<file path="config.mk">
export PLATFORM = sky130hd
export DESIGN_NAME = instruction_fetch
export DESIGN_NICKNAME = d
export VERILOG_FILES = /design/src/rtl/instruction_fetch.sv
export SDC_FILE = /design/constraint.sdc
export NUM_CORES = 1
export LEC_CHECK = 0
export ABC_AREA = 1
export CORE_ASPECT_RATIO = 1.75
export CORE_UTILIZATION = 51
export DETAILED_ROUTE_END_ITERATION = 7
export PLACE_DENSITY = 0.87
export SLEW_MARGIN = 10
export SYNTH_ARGS = -nofsm -noshare
export SYNTH_HDL_FRONTEND = slang
export SYNTH_SLANG_ARGS = --single-unit
</file>
<file path="constraint.sdc">
create_clock -name CLK -period 1.4 [get_ports CLK]
set_input_delay 0.21 -clock CLK [delete_from_list [all_inputs] [get_ports CLK]]
set_output_delay 0.21 -clock CLK [all_outputs]
set_load 0.05 [all_outputs]
</file>
<file path="src/rtl/instruction_fetch.sv">
// instruction_fetch: fetch stage of the stack processor.
// Divides CLK down to an instruction tick, reads one ROM word per tick at PC
// and presents it to the execute stage over INSTR_VALID/INSTR_READY.
// Ports:
//   CLK, RST_N            clock (rising edge), asynchronous active-low reset
//   ROM_ADDR / ROM_DATA   synchronous ROM interface (data one cycle after address)
//   INSTR, INSTR_VALID    fetched word and its valid flag, held until INSTR_READY
//   INSTR_READY           execute stage accepts INSTR
//   JUMP, JUMP_ADDR       on handshake, load PC from JUMP_ADDR instead of PC+1
//   HALT                  blocks starting new fetches
//   PC, TICK, OVERRUN     program counter, tick pulse, sticky dropped-tick flag
module instruction_fetch #(
  parameter int INSTRUCTION_CLOCK_BIT = 22,
  parameter int ADDR_WIDTH            = 8,
  parameter int INSTR_WIDTH           = 8
) (
  input  logic                   CLK,
  input  logic                   RST_N,
  output logic [ADDR_WIDTH-1:0]  ROM_ADDR,
  input  logic [INSTR_WIDTH-1:0] ROM_DATA,
  output logic [INSTR_WIDTH-1:0] INSTR,
  output logic                   INSTR_VALID,
  input  logic                   INSTR_READY,
  input  logic                   JUMP,
  input  logic [ADDR_WIDTH-1:0]  JUMP_ADDR,
  input  logic                   HALT,
  output logic [ADDR_WIDTH-1:0]  PC,
  output logic                   TICK,
  output logic                   OVERRUN
);

  localparam int DIV_W = INSTRUCTION_CLOCK_BIT + 1;
  // Tick fires when only the top divider bit is set, so never while the
  // divider sits at zero after reset.
  localparam logic [DIV_W-1:0] TICK_VAL = DIV_W'(1) << INSTRUCTION_CLOCK_BIT;

  typedef enum logic [1:0] {
    ST_IDLE  = 2'd0,
    ST_FETCH = 2'd1,
    ST_WAIT  = 2'd2,
    ST_VALID = 2'd3
  } state_t;

  state_t                 state_q, state_d;
  logic [DIV_W-1:0]       div_q, div_d;
  logic [ADDR_WIDTH-1:0]  pc_q, pc_d;
  logic [INSTR_WIDTH-1:0] instr_q, instr_d;
  logic                   valid_q, valid_d;
  logic                   pending_q, pending_d;
  logic                   overrun_q, overrun_d;
  logic                   tick;

  assign tick  = (div_q == TICK_VAL);
  assign div_d = div_q + DIV_W'(1);

  always_comb begin
    state_d   = state_q;
    pc_d      = pc_q;
    instr_d   = instr_q;
    valid_d   = valid_q;
    pending_d = pending_q;
    overrun_d = overrun_q;

    case (state_q)
      ST_IDLE: begin
        if (HALT) begin
          // Halted: ticks are discarded and any queued tick is forgotten.
          pending_d = 1'b0;
        end else if (tick || pending_q) begin
          state_d   = ST_FETCH;
          pending_d = 1'b0;
        end
      end
      // ROM samples ROM_ADDR at the end of this cycle.
      ST_FETCH: state_d = ST_WAIT;
      ST_WAIT: begin
        instr_d = ROM_DATA;
        valid_d = 1'b1;
        state_d = ST_VALID;
      end
      ST_VALID: begin
        if (INSTR_READY) begin
          valid_d = 1'b0;
          pc_d    = JUMP ? JUMP_ADDR : pc_q + ADDR_WIDTH'(1);
          state_d = ST_IDLE;
        end
      end
      default: state_d = ST_IDLE;
    endcase

    // Busy when a tick arrives: queue one tick, drop any further ones.
    if (state_q != ST_IDLE && tick) begin
      if (pending_q) overrun_d = 1'b1;
      else           pending_d = 1'b1;
    end
  end

  always_ff @(posedge CLK or negedge RST_N) begin
    if (!RST_N) begin
      state_q   <= ST_IDLE;
      div_q     <= '0;
      pc_q      <= '0;
      instr_q   <= '0;
      valid_q   <= 1'b0;
      pending_q <= 1'b0;
      overrun_q <= 1'b0;
    end else begin
      state_q   <= state_d;
      div_q     <= div_d;
      pc_q      <= pc_d;
      instr_q   <= instr_d;
      valid_q   <= valid_d;
      pending_q <= pending_d;
      overrun_q <= overrun_d;
    end
  end

  assign ROM_ADDR    = pc_q;
  assign PC          = pc_q;
  assign INSTR       = instr_q;
  assign INSTR_VALID = valid_q;
  assign TICK        = tick;
  assign OVERRUN     = overrun_q;

endmodule

</file>
==> results.yml, run 1 <==
sta:
  finalCritPeriodShare_pct: 124
  timing.final.ws_setup_ns: -0.340
  clock-skew-final_ns: 0.00672
  final_max_slew_viol_count: 0
  fmax_ghz: 0.575
  tightest_slew_ns: 0.328
  finalHoldViolations: 0
  fin_crit_ns: 1.74
  slew_headroom_pct: 78.1
  rsz0062_at_grt: "yes"
  finalSetupViolations: 13
synthesis:
  synth_simple_gate_area_share_pct: 28.7
  synth_top_family_by_area: "simple AND/OR/NAND/NOR gates"
  synth_compound_gate_area_share_pct: 5.29
  syn_area_per_cell_um2: 8.22
  synth_seq_cells: 44
  yosysTopAreaCellShare_pct: 46.5
  synthCells: 288
  synthMuxAreaShare_pct: 0
  synth_area_um2: 2370
  synth_warnings: 0
  synth_xor_area_share_pct: 7.40
  synth-adder-area-share_pct: 3.70
  syn-num-nets: 316
  yosysUniqueCellTypes: 29
  yosysTopAreaCell: "dfrtp_1"
  synthTopCellsByArea: "dfrtp_1 (47%), nand2_1 (12%), nor2_1 (5.2%), inv_1 (5.1%), xor2_1 (4.1%)"
  synth-seq-area-share_pct: 46.5
worst_setup_path:
  endpoint_kind: "primary output"
  critPathKind: "flop to primary output"
  crit_path_max_fanout: 2
  crit_chain: "nor2_1, nand2_1, nor4_2, nand2_1, clkinvlp_4, buf_12"
  critPathLaunchType: "flop"
  cp_slowest_cell: "dfrtp_1"
  crit_arrival_ns: 1.53
  crit_path_max_incr_delay_ns: 0.39
  cp_common_cell: "nand2_1"
  required_ns: 1.19
  path_buf_inv: 2
  critPathTopFamily: "simple AND/OR/NAND/NOR gates"
detailed_routing:
  drtAntennaViolNets: 0
  drtPass1Iterations: 5
  drt_wl_total_um: 7300
  via_count: 2359
  drcViolationCount: 0
  drtIter0Drc: 108
  routed_via_density: 5.44
  routedWlPerCell_um: 16.8
grt:
  antenna_found_initial: 0
  grt_pass1_wl_um: 10300
  grt.total_usage_pct: 29.2
  grt_max_degree: 19
  grt_pass1_vias: 2374
  globalRouteOverflowTotal: 0
placed_design:
  placedCellCount: 416
  hpwl_um: 4910
  routabilityCongestion: 0.916
  placed_area_um2: 3430
  portBuffers: 47
  place_ws_ns: -0.135
cells_and_area:
  drive_gt1_share_pct: 35.5
  num_antenna_cells: 0
  area_delta_synth_final_pct: 60.2
  fin_area_um2: 3790
  fin_cells: 434
  fin_nets: 410
clock_tree:
  clkTransAtPathRegs_ns: 0.08
  cts_tree: "built"
  clock_latency_ns: 0.30
  cts_max_level: 2
  cts_sinks: 44
  root_buffer: "clkbuf_8"
  cts_made_buffers: 5
  cts_buffer_depth: 2
power_and_ir_drop:
  ir_drop_uv: 993
  powerDensity_nw_per_um2: 581
  p_leak_nw: 1.84
die:
  placementRows: 32
  start_util_pct: 53.2
  io_pins: 48
  die_y_um: 92.1
  die_w_um: 53.5
  core_area_um2: 4440
  dieArea_um2: 4930
flow_run:
  max_cap_violations: 0
status:
  failed_checks: "setup timing"
  status: "finished, violations left"
worst_hold_path:
  hold_class: "input port to async pin"
[cells in the mapped netlist (all sizes together)]
cell and number:
a21oi 12, buf 8, clkbuf 3, clkinv 1, dfrtp 44, ha 7, inv 33, nand2 76
nand3 16, nand3b 1, nand4 8, nor2 37, nor3 4, nor3b 2, nor4 2, o21ai 9
o22ai 2, o31ai 1, or2 2, xnor2 9, xor2 11
[metrics by stage]
step | util [%] | power (mW) | hold WS [ns] | TNS (ns)
floorplan | - | 1.31 | -0.0856 | -0.0178
global placement | 77.1 | 1.39 | 0.110 | -0.0166
detailed placement | 77.1 | 1.40 | 0.120 | -0.634
CTS | 80.2 | 2.21 | 0.337 | -0.399
global route | 85.3 | 2.27 | 0.372 | -2.20
finish | 85.3 | 2.20 | 0.331 | -1.08
[sequential cells by signal, indices dropped and copies added (netlist names)]
name,cells
div_q,23
pending_q,1
state_q,2
OVERRUN,1
PC,8
INSTR,8
INSTR_VALID,1
[placed cells by master (no fill, tap or decap), types with 3 or more instances in the layout]
cell type         n
nand2_2           4
clkbuf_8          6
dfrtp_1          40
nand3_4           3
nand2_1          69
nand4_1           8
ha_4              3
buf_4            45
nand2_4           3
nor2_1           22
a21oi_1          12
xnor2_1           8
clkdlybuf4s50_1  19
nand3_1          10
inv_1            27
nand3_2           3
o21ai_0           8
ha_1              4
buf_6             5
nor2_2           12
dfrtp_2           4
xor2_1           11
inv_2             4
buf_12           27
nor2_4            3
[metal layers]
layer,up-vias,global-route usage (%),wire length (um)
li1,1093,-,-
met1,1150,26.4,2420
met2,91,55.8,4310
met3,25,5.14,287
met4,0,15.8,278
met5,-,0,0
[cell type report]
cell class	instances	area [um2]
Multi-Input combinational cell	199	1260
Sequential cell	44	1110
Timing Repair Buffer	98	1140
Fill cell	216	654
Clock buffer	8	90.1
Inverter	34	134
Tap cell	51	63.8
[path summary, 6_finish.rpt]
path,from,depth (start not counted),to,slack (ns)
max,div_q[8],6,TICK,-0.34
min,RST_N,2,INSTR[1],0.33
max reg2reg,div_q[13],7,div_q[21],-0.17
min reg2reg,state_q[0],2,state_q[0],0.52
max in group asynchronous,RST_N,3,div_q[11],0.50
min in group CLK,ROM_DATA[0],3,INSTR[0],0.44
[logic make-up (layout without fill, tap and decap cells)]
family | count (synthesis) | count (layout)
fa+ha+maj | 7 | 7
buf+inv | 45 | 140
simple gates | 148 | 148
xor+xnor | 20 | 20
compound gates | 24 | 24
flops | 44 | 44
[worst register-to-register path, delay by kind of cell, from the launching register on]
| family | cells | cell delay [ns] |
|---|---|---|
| buffers and inverters | 2 | 0.23 |
| flip-flops | 1 | 0.38 |
| XOR/XNOR | 1 | 0.23 |
| AND/OR/NAND/NOR | 4 | 0.64 |
[power by group]
part / switching [mW] / internal [mW] / total [mW]
combinational: 0.0486 / 0.0574 / 0.106
clock: 0.422 / 0.403 / 0.825
sequential: 0 / 1.27 / 1.27
total: 0.471 / 1.73 / 2.20
[what timing repair did]
item	CTS	global route
pin swaps	2	22
endpoints found under the setup margin	9	18
setup buffers	1	10
resized for setup	9	40
endpoints found under the hold margin	12	0
hold buffers	1	0
Note: power is estimated with default switching activity, not from simulation.
==> run 2, diff against run 1 <==
--- a/config.mk
+++ b/config.mk
@@ -5,11 +5,12 @@
 export SDC_FILE = /design/constraint.sdc
 export NUM_CORES = 1
 export LEC_CHECK = 0
-export ABC_AREA = 1
+export CELL_PAD_IN_SITES_DETAIL_PLACEMENT = 0
+export CELL_PAD_IN_SITES_GLOBAL_PLACEMENT = 1
 export CORE_ASPECT_RATIO = 1.75
-export CORE_UTILIZATION = 51
+export CORE_UTILIZATION = 39
 export DETAILED_ROUTE_END_ITERATION = 7
-export PLACE_DENSITY = 0.87
+export PLACE_DENSITY = 0.88
 export SLEW_MARGIN = 10
 export SYNTH_ARGS = -nofsm -noshare
 export SYNTH_HDL_FRONTEND = slang
==> results.yml, run 2 <==
status:
  status: "finished, violations left"
  failed_checks: "setup timing"
clock_tree:
  cts_made_buffers: 5
  clkTransAtPathRegs_ns: 0.09
  clock_latency_ns: 0.30
  cts_buffer_depth: 2
  root_buffer: "clkbuf_8"
  cts_max_level: 2
  cts_tree: "built"
  cts_sinks: 44
power_and_ir_drop:
  p_leak_nw: 1.80
  ir_drop_uv: 767
  totalPowerFinal_mw: 7.28
  powerDensity_nw_per_um2: 1870
die:
  die_w_um: 58.4
  start_util_pct: 41.0
  io_pins: 48
  die_y_um: 101
  dieArea_um2: 5880
  placementRows: 35
  core_area_um2: 5300
grt:
  grt.total_usage_pct: 21.2
  grt_max_degree: 45
  grt.busiest_layer: "met2"
  grt_use_met3_pct: 3.72
  grt_pass1_wl_um: 9410
  grtUsageMet1_pct: 20.7
  met2_usage_pct: 40.8
  globalRouteOverflowTotal: 0
  grt_pass1_vias: 2122
  antenna_found_initial: 0
synthesis:
  synth_warnings: 0
  synth.most_common_cell: "dfrtp_1"
  yosysTopAreaCell: "dfrtp_1"
  synth-edff-count: 0
  yosysUniqueCellTypes: 39
  yosysTopAreaCellShare_pct: 50.7
  ys.flop_type: "dfrtp_1"
  synth-seq-area-share_pct: 50.7
  syn_area_per_cell_um2: 10.6
  async_flop_share_pct: 100
  synthCells: 205
  synth_seq_cells: 44
  synthTopCellsByArea: "dfrtp_1 (51%), xnor2_1 (6.1%), mux2_2 (4.1%), ha_1 (4.0%), nand3_1 (3.0%)"
  synth_area_um2: 2170
  synth_common_cells: "dfrtp_1 (44), xnor2_1 (15), nand2_1 (13), nand3_1 (13), o21ai_0 (11)"
  syn-num-nets: 233
detailed_routing:
  drt_wl_total_um: 6580
  drtAntennaViolNets: 0
  routed_via_density: 5.25
  drtPass1Iterations: 4
  routedWlPerCell_um: 17.0
  via_count: 2030
  drcViolationCount: 0
  drtIter0Drc: 89
cells_and_area:
  area_delta_synth_final_pct: 79.3
  fin_nets: 340
  top_register: "div_q"
  num_antenna_cells: 0
  largest_reg_flops: 23
  mostFrequentLayoutCells: "buf_4 (49), dfrtp_1 (38), buf_12 (30), clkdlybuf4s50_1 (19), xnor2_1 (13)"
  drive_gt1_share_pct: 48.6
  final_common_cell: "buf_4"
  fin_cells: 387
worst_setup_path:
  critPathLaunchType: "flop"
  r2r_setup_slack_ns: -0.60
  endpoint_kind: "primary output"
  critPathTopFamily: "simple AND/OR/NAND/NOR gates"
  required_ns: 1.19
  path_buf_inv: 3
  crit_path_max_fanout: 3
  startpoint: "div_q[0]"
  critPathKind: "flop to primary output"
  crit_path_max_incr_delay_ns: 0.41
  crit_arrival_ns: 1.87
  reg2reg_from: "div_q[13]"
  cp_slowest_cell: "dfrtp_1"
  crit_chain: "inv_1, ha_1, nor4b_4, nand4_2, buf_6, nor2_4, buf_12"
sta:
  slew_headroom_pct: 74.5
  finalSetupViolations: 21
  tightest_slew_ns: 0.379
  timing.final.ws_setup_ns: -0.679
  rsz0062_at_grt: "yes"
  finalCritPeriodShare_pct: 148
  finalHoldWorstSlack_ns: 0.402
  fin_crit_ns: 2.08
  fmax_ghz: 0.481
  finalHoldViolations: 0
  final_max_slew_viol_count: 0
  clock-skew-final_ns: 0.00923
flow_run:
  max_cap_violations: 0
placed_design:
  routabilityCongestion: 0.802
  portBuffers: 47
  hpwl_um: 3840
  placedCellCount: 361
worst_hold_path:
  hold_class: "input port to async pin"
## run 2: worst paths after layout
check                              to  depth (start not counted)
max in group asynchronous       PC[1]                          3
setup / recovery                 TICK                          7
setup reg to reg           state_q[0]                          5
hold / removal               div_q[8]                          3
hold reg to reg              div_q[0]                          1
min in group CLK                PC[7]                          3
## run 2: stage by stage
stage | setup TNS [ns] | util, % | instance area [um2] | setup WS (ns)
6_report | -4.51 | 73.4 | 3890 | -0.679
5_1_grt | -6.08 | 73.4 | 3890 | -0.754
4_1_cts | -2.91 | 68.6 | 3640 | -0.673
3_5_place_dp | -2.54 | 63.0 | 3340 | -0.471
3_3_place_gp | -2.22 | 63.0 | 3340 | -0.429
2_1_floorplan | -1.89 | - | 2190 | -0.500
## run 2: kinds of logic after synthesis
logic type                 count (synthesis)  share of synthesized area, %
buffers and inverters                     22                          5.19
DFF                                       44                          50.7
AOI/OAI and AO/OA                         29                          8.18
xor gates and xnor gates                  21                          8.47
and+or+nand+nor                           72                          18.3
adders and majority gates                  7                          4.03
muxes                                     10                          5.07
## run 2: area by class of cell
cell class                      count  area (um2)
Inverter                           10        37.5
Tap cell                           74        92.6
Clock inverter                      3        90.1
Clock buffer                        5        68.8
Multi-Input combinational cell    139        1170
Timing Repair Buffer              112        1320
Sequential cell                    44        1110
Fill cell                         311        1410
## run 2: timing repair
| action | in CTS | in global routing |
|---|---|---|
| setup buffers | 9 | 13 |
| endpoints found under the setup margin | 17 | 33 |
| pin swaps | 13 | 29 |
| hold buffers | 1 | 0 |
| gates cloned | 0 | 1 |
| gates resized for setup | 18 | 38 |
| endpoints found under the hold margin | 44 | 0 |
## run 2: where the power goes
group,internal [mW],leakage [nW],switching (mW),total (mW)
sequential,1.56,0.552,0.322,1.88
clock,0.892,0.0784,0.454,1.35
combinational,1.98,1.17,2.07,4.05
## run 2: tightest hold or removal path, cell delays in order
cell and delay (ns):
dlygate4sd3_1 0.51, buf_2 0.12, buf_12 0.24
## run 2: layer usage
layer | vias up | share of wire, %
met5 | - | 0
met4 | 0 | 6.7
met3 | 36 | 3.9
met2 | 76 | 56
met1 | 984 | 34
li1 | 934 | -
==> run 3, diff against run 2 <==
--- a/config.mk
+++ b/config.mk
@@ -5,10 +5,12 @@
 export SDC_FILE = /design/constraint.sdc
 export NUM_CORES = 1
 export LEC_CHECK = 0
+export CAP_MARGIN = 20
 export CELL_PAD_IN_SITES_DETAIL_PLACEMENT = 0
 export CELL_PAD_IN_SITES_GLOBAL_PLACEMENT = 1
 export CORE_ASPECT_RATIO = 1.75
 export CORE_UTILIZATION = 39
+export CTS_CLUSTER_SIZE = 12
 export DETAILED_ROUTE_END_ITERATION = 7
 export PLACE_DENSITY = 0.88
 export SLEW_MARGIN = 10
==> constraint.sdc (replaced) <==
create_clock -name CLK -period 2.3 [get_ports CLK]
set_input_delay 0.345 -clock CLK [delete_from_list [all_inputs] [get_ports CLK]]
set_output_delay 0.345 -clock CLK [all_outputs]
set_load 0.05 [all_outputs]
==> results.yml, run 3 (synthesis results as in run 2) <==
cells_and_area:
  final_common_cell: "clkdlybuf4s50_1"
  mostFrequentLayoutCells: "clkdlybuf4s50_1 (45), dfrtp_1 (44), xnor2_1 (15), nand3_1 (13), nand2_1 (13)"
  fin_nets: 279
  num_antenna_cells: 0
  fin_cells: 326
  area_delta_synth_final_pct: 29.8
  fillers: 496
  largest_reg_flops: 23
  regArea_um2: 1100
  drive_gt1_share_pct: 10.7
  top_register: "div_q"
  multi_input_area_um2: 971
worst_setup_path:
  critPathKind: "flop to primary output"
  crit_arrival_ns: 1.84
  cp_slowest_cell: "or4_1"
  critPathLaunchType: "flop"
  crit_chain: "or4_1, or2_1, nor2_4, buf_12"
  endpoint_kind: "primary output"
  required_ns: 1.96
  crit_path_max_incr_delay_ns: 0.54
  crit_path_max_fanout: 5
placed_design:
  placedCellCount: 317
  hpwl_um: 3540
  routabilityCongestion: 0.781
  portBuffers: 47
die:
  placementRows: 35
  core_area_um2: 5300
  io_pins: 48
  dieArea_um2: 5880
  die_w_um: 58.4
  start_util_pct: 41.0
  die_y_um: 101
grt:
  grt_pass1_wl_um: 7430
  grt_max_degree: 22
  grt_pass1_vias: 1593
  antenna_found_initial: 0
  grt.total_usage_pct: 16.8
  globalRouteOverflowTotal: 0
detailed_routing:
  drtIter0Drc: 79
  drt_wl_total_um: 4540
  drcViolationCount: 0
  via_count: 1645
  routed_via_density: 5.05
  routedWlPerCell_um: 13.9
  drtPass1Iterations: 4
  drtAntennaViolNets: 0
clock_tree:
  root_buffer: "clkbuf_8"
  cts_made_buffers: 5
  cts_buffer_depth: 2
  cts_max_level: 2
  post_cts_buffers: 0
  cts_sinks: 44
  clock_latency_ns: 0.30
  clkTransAtPathRegs_ns: 0.08
  cts_tree: "built"
power_and_ir_drop:
  ir_drop_uv: 377
  p_leak_nw: 1.21
  powerDensity_nw_per_um2: 1200
sta:
  finalSetupViolations: 0
  fin_crit_ns: 2.18
  finalCritPeriodShare_pct: 95.0
  tns_ns: 0
  slew_headroom_pct: 61.8
  finalHoldViolations: 0
  clock-skew-final_ns: 0.0109
  rsz0062_at_grt: "no"
  tightest_slew_ns: 0.568
  fmax_ghz: 0.458
  final_max_slew_viol_count: 0
worst_hold_path:
  hold_class: "input port to async pin"
flow_run:
  max_cap_violations: 0
status:
  status: "complete, no violations"
run 3: critical path, delay by kind of cell (launching register included):
| kind | cells | cell delay, ns |
|---|---|---|
| simple gates | 3 | 0.98 |
| buf+inv | 1 | 0.15 |
| flops | 1 | 0.42 |
run 3: routing by layer:
metal,global-route usage [%],share of wire (%),vias up
li1,-,-,810
met1,17.9,39,769
met2,31.5,54,56
met3,2.57,4.3,10
met4,7.51,2.3,0
met5,0,0,-
run 3: where the power goes:
group	leakage (nW)	switching, mW	internal [mW]
sequential	0.559	0.158	0.941
combinational	0.601	1.10	0.612
clock	0.0552	0.256	0.322
total	1.21	1.51	1.88
run 3: final timing paths:
kind	startpoint	to	slack, ns	cells after the start
max	div_q[14]	TICK	0.12	4
min	RST_N	INSTR[3]	0.44	2
max reg2reg	div_q[14]	state_q[0]	0.32	4
min reg2reg	OVERRUN	OVERRUN	0.48	1
max in group asynchronous	RST_N	div_q[16]	1.32	3
min in group CLK	OVERRUN	OVERRUN	0.48	1
run 3: cell type report:
| type | instances | area share (%) |
|---|---|---|
| sequential | 44 | 39.1 |
| multi-input combinational | 139 | 34.5 |
| timing repair buffer | 51 | 18.0 |
| tap | 74 | 3.29 |
| clock buffer | 6 | 2.58 |
| inverter | 10 | 1.33 |
| clock inverter | 2 | 1.24 |
run 3: timing repair:
item                                   4_1_cts  5_1_grt
resized for setup                            1        2
pin swaps                                    0        0
setup endpoints to repair                    1        1
hold buffers                                 1        0
endpoints found under the hold margin       11        0
run 3: per-stage QoR:
| step | hold slack, ns | setup slack, ns | power (mW) | cell area (um2) | util (%) |
|---|---|---|---|---|---|
| global placement | 0.237 | 0.331 | 2.80 | 2690 | 50.7 |
| detailed placement | 0.235 | 0.309 | 2.84 | 2690 | 50.7 |
| floorplan | 0.0494 | 0.0868 | 2.33 | 2170 | - |
| global route | 0.472 | 0.0187 | 3.56 | 2820 | 53.2 |
| CTS | 0.441 | 0.0490 | 3.42 | 2810 | 53.0 |
| finish | 0.443 | 0.116 | 3.38 | 2820 | 53.2 |
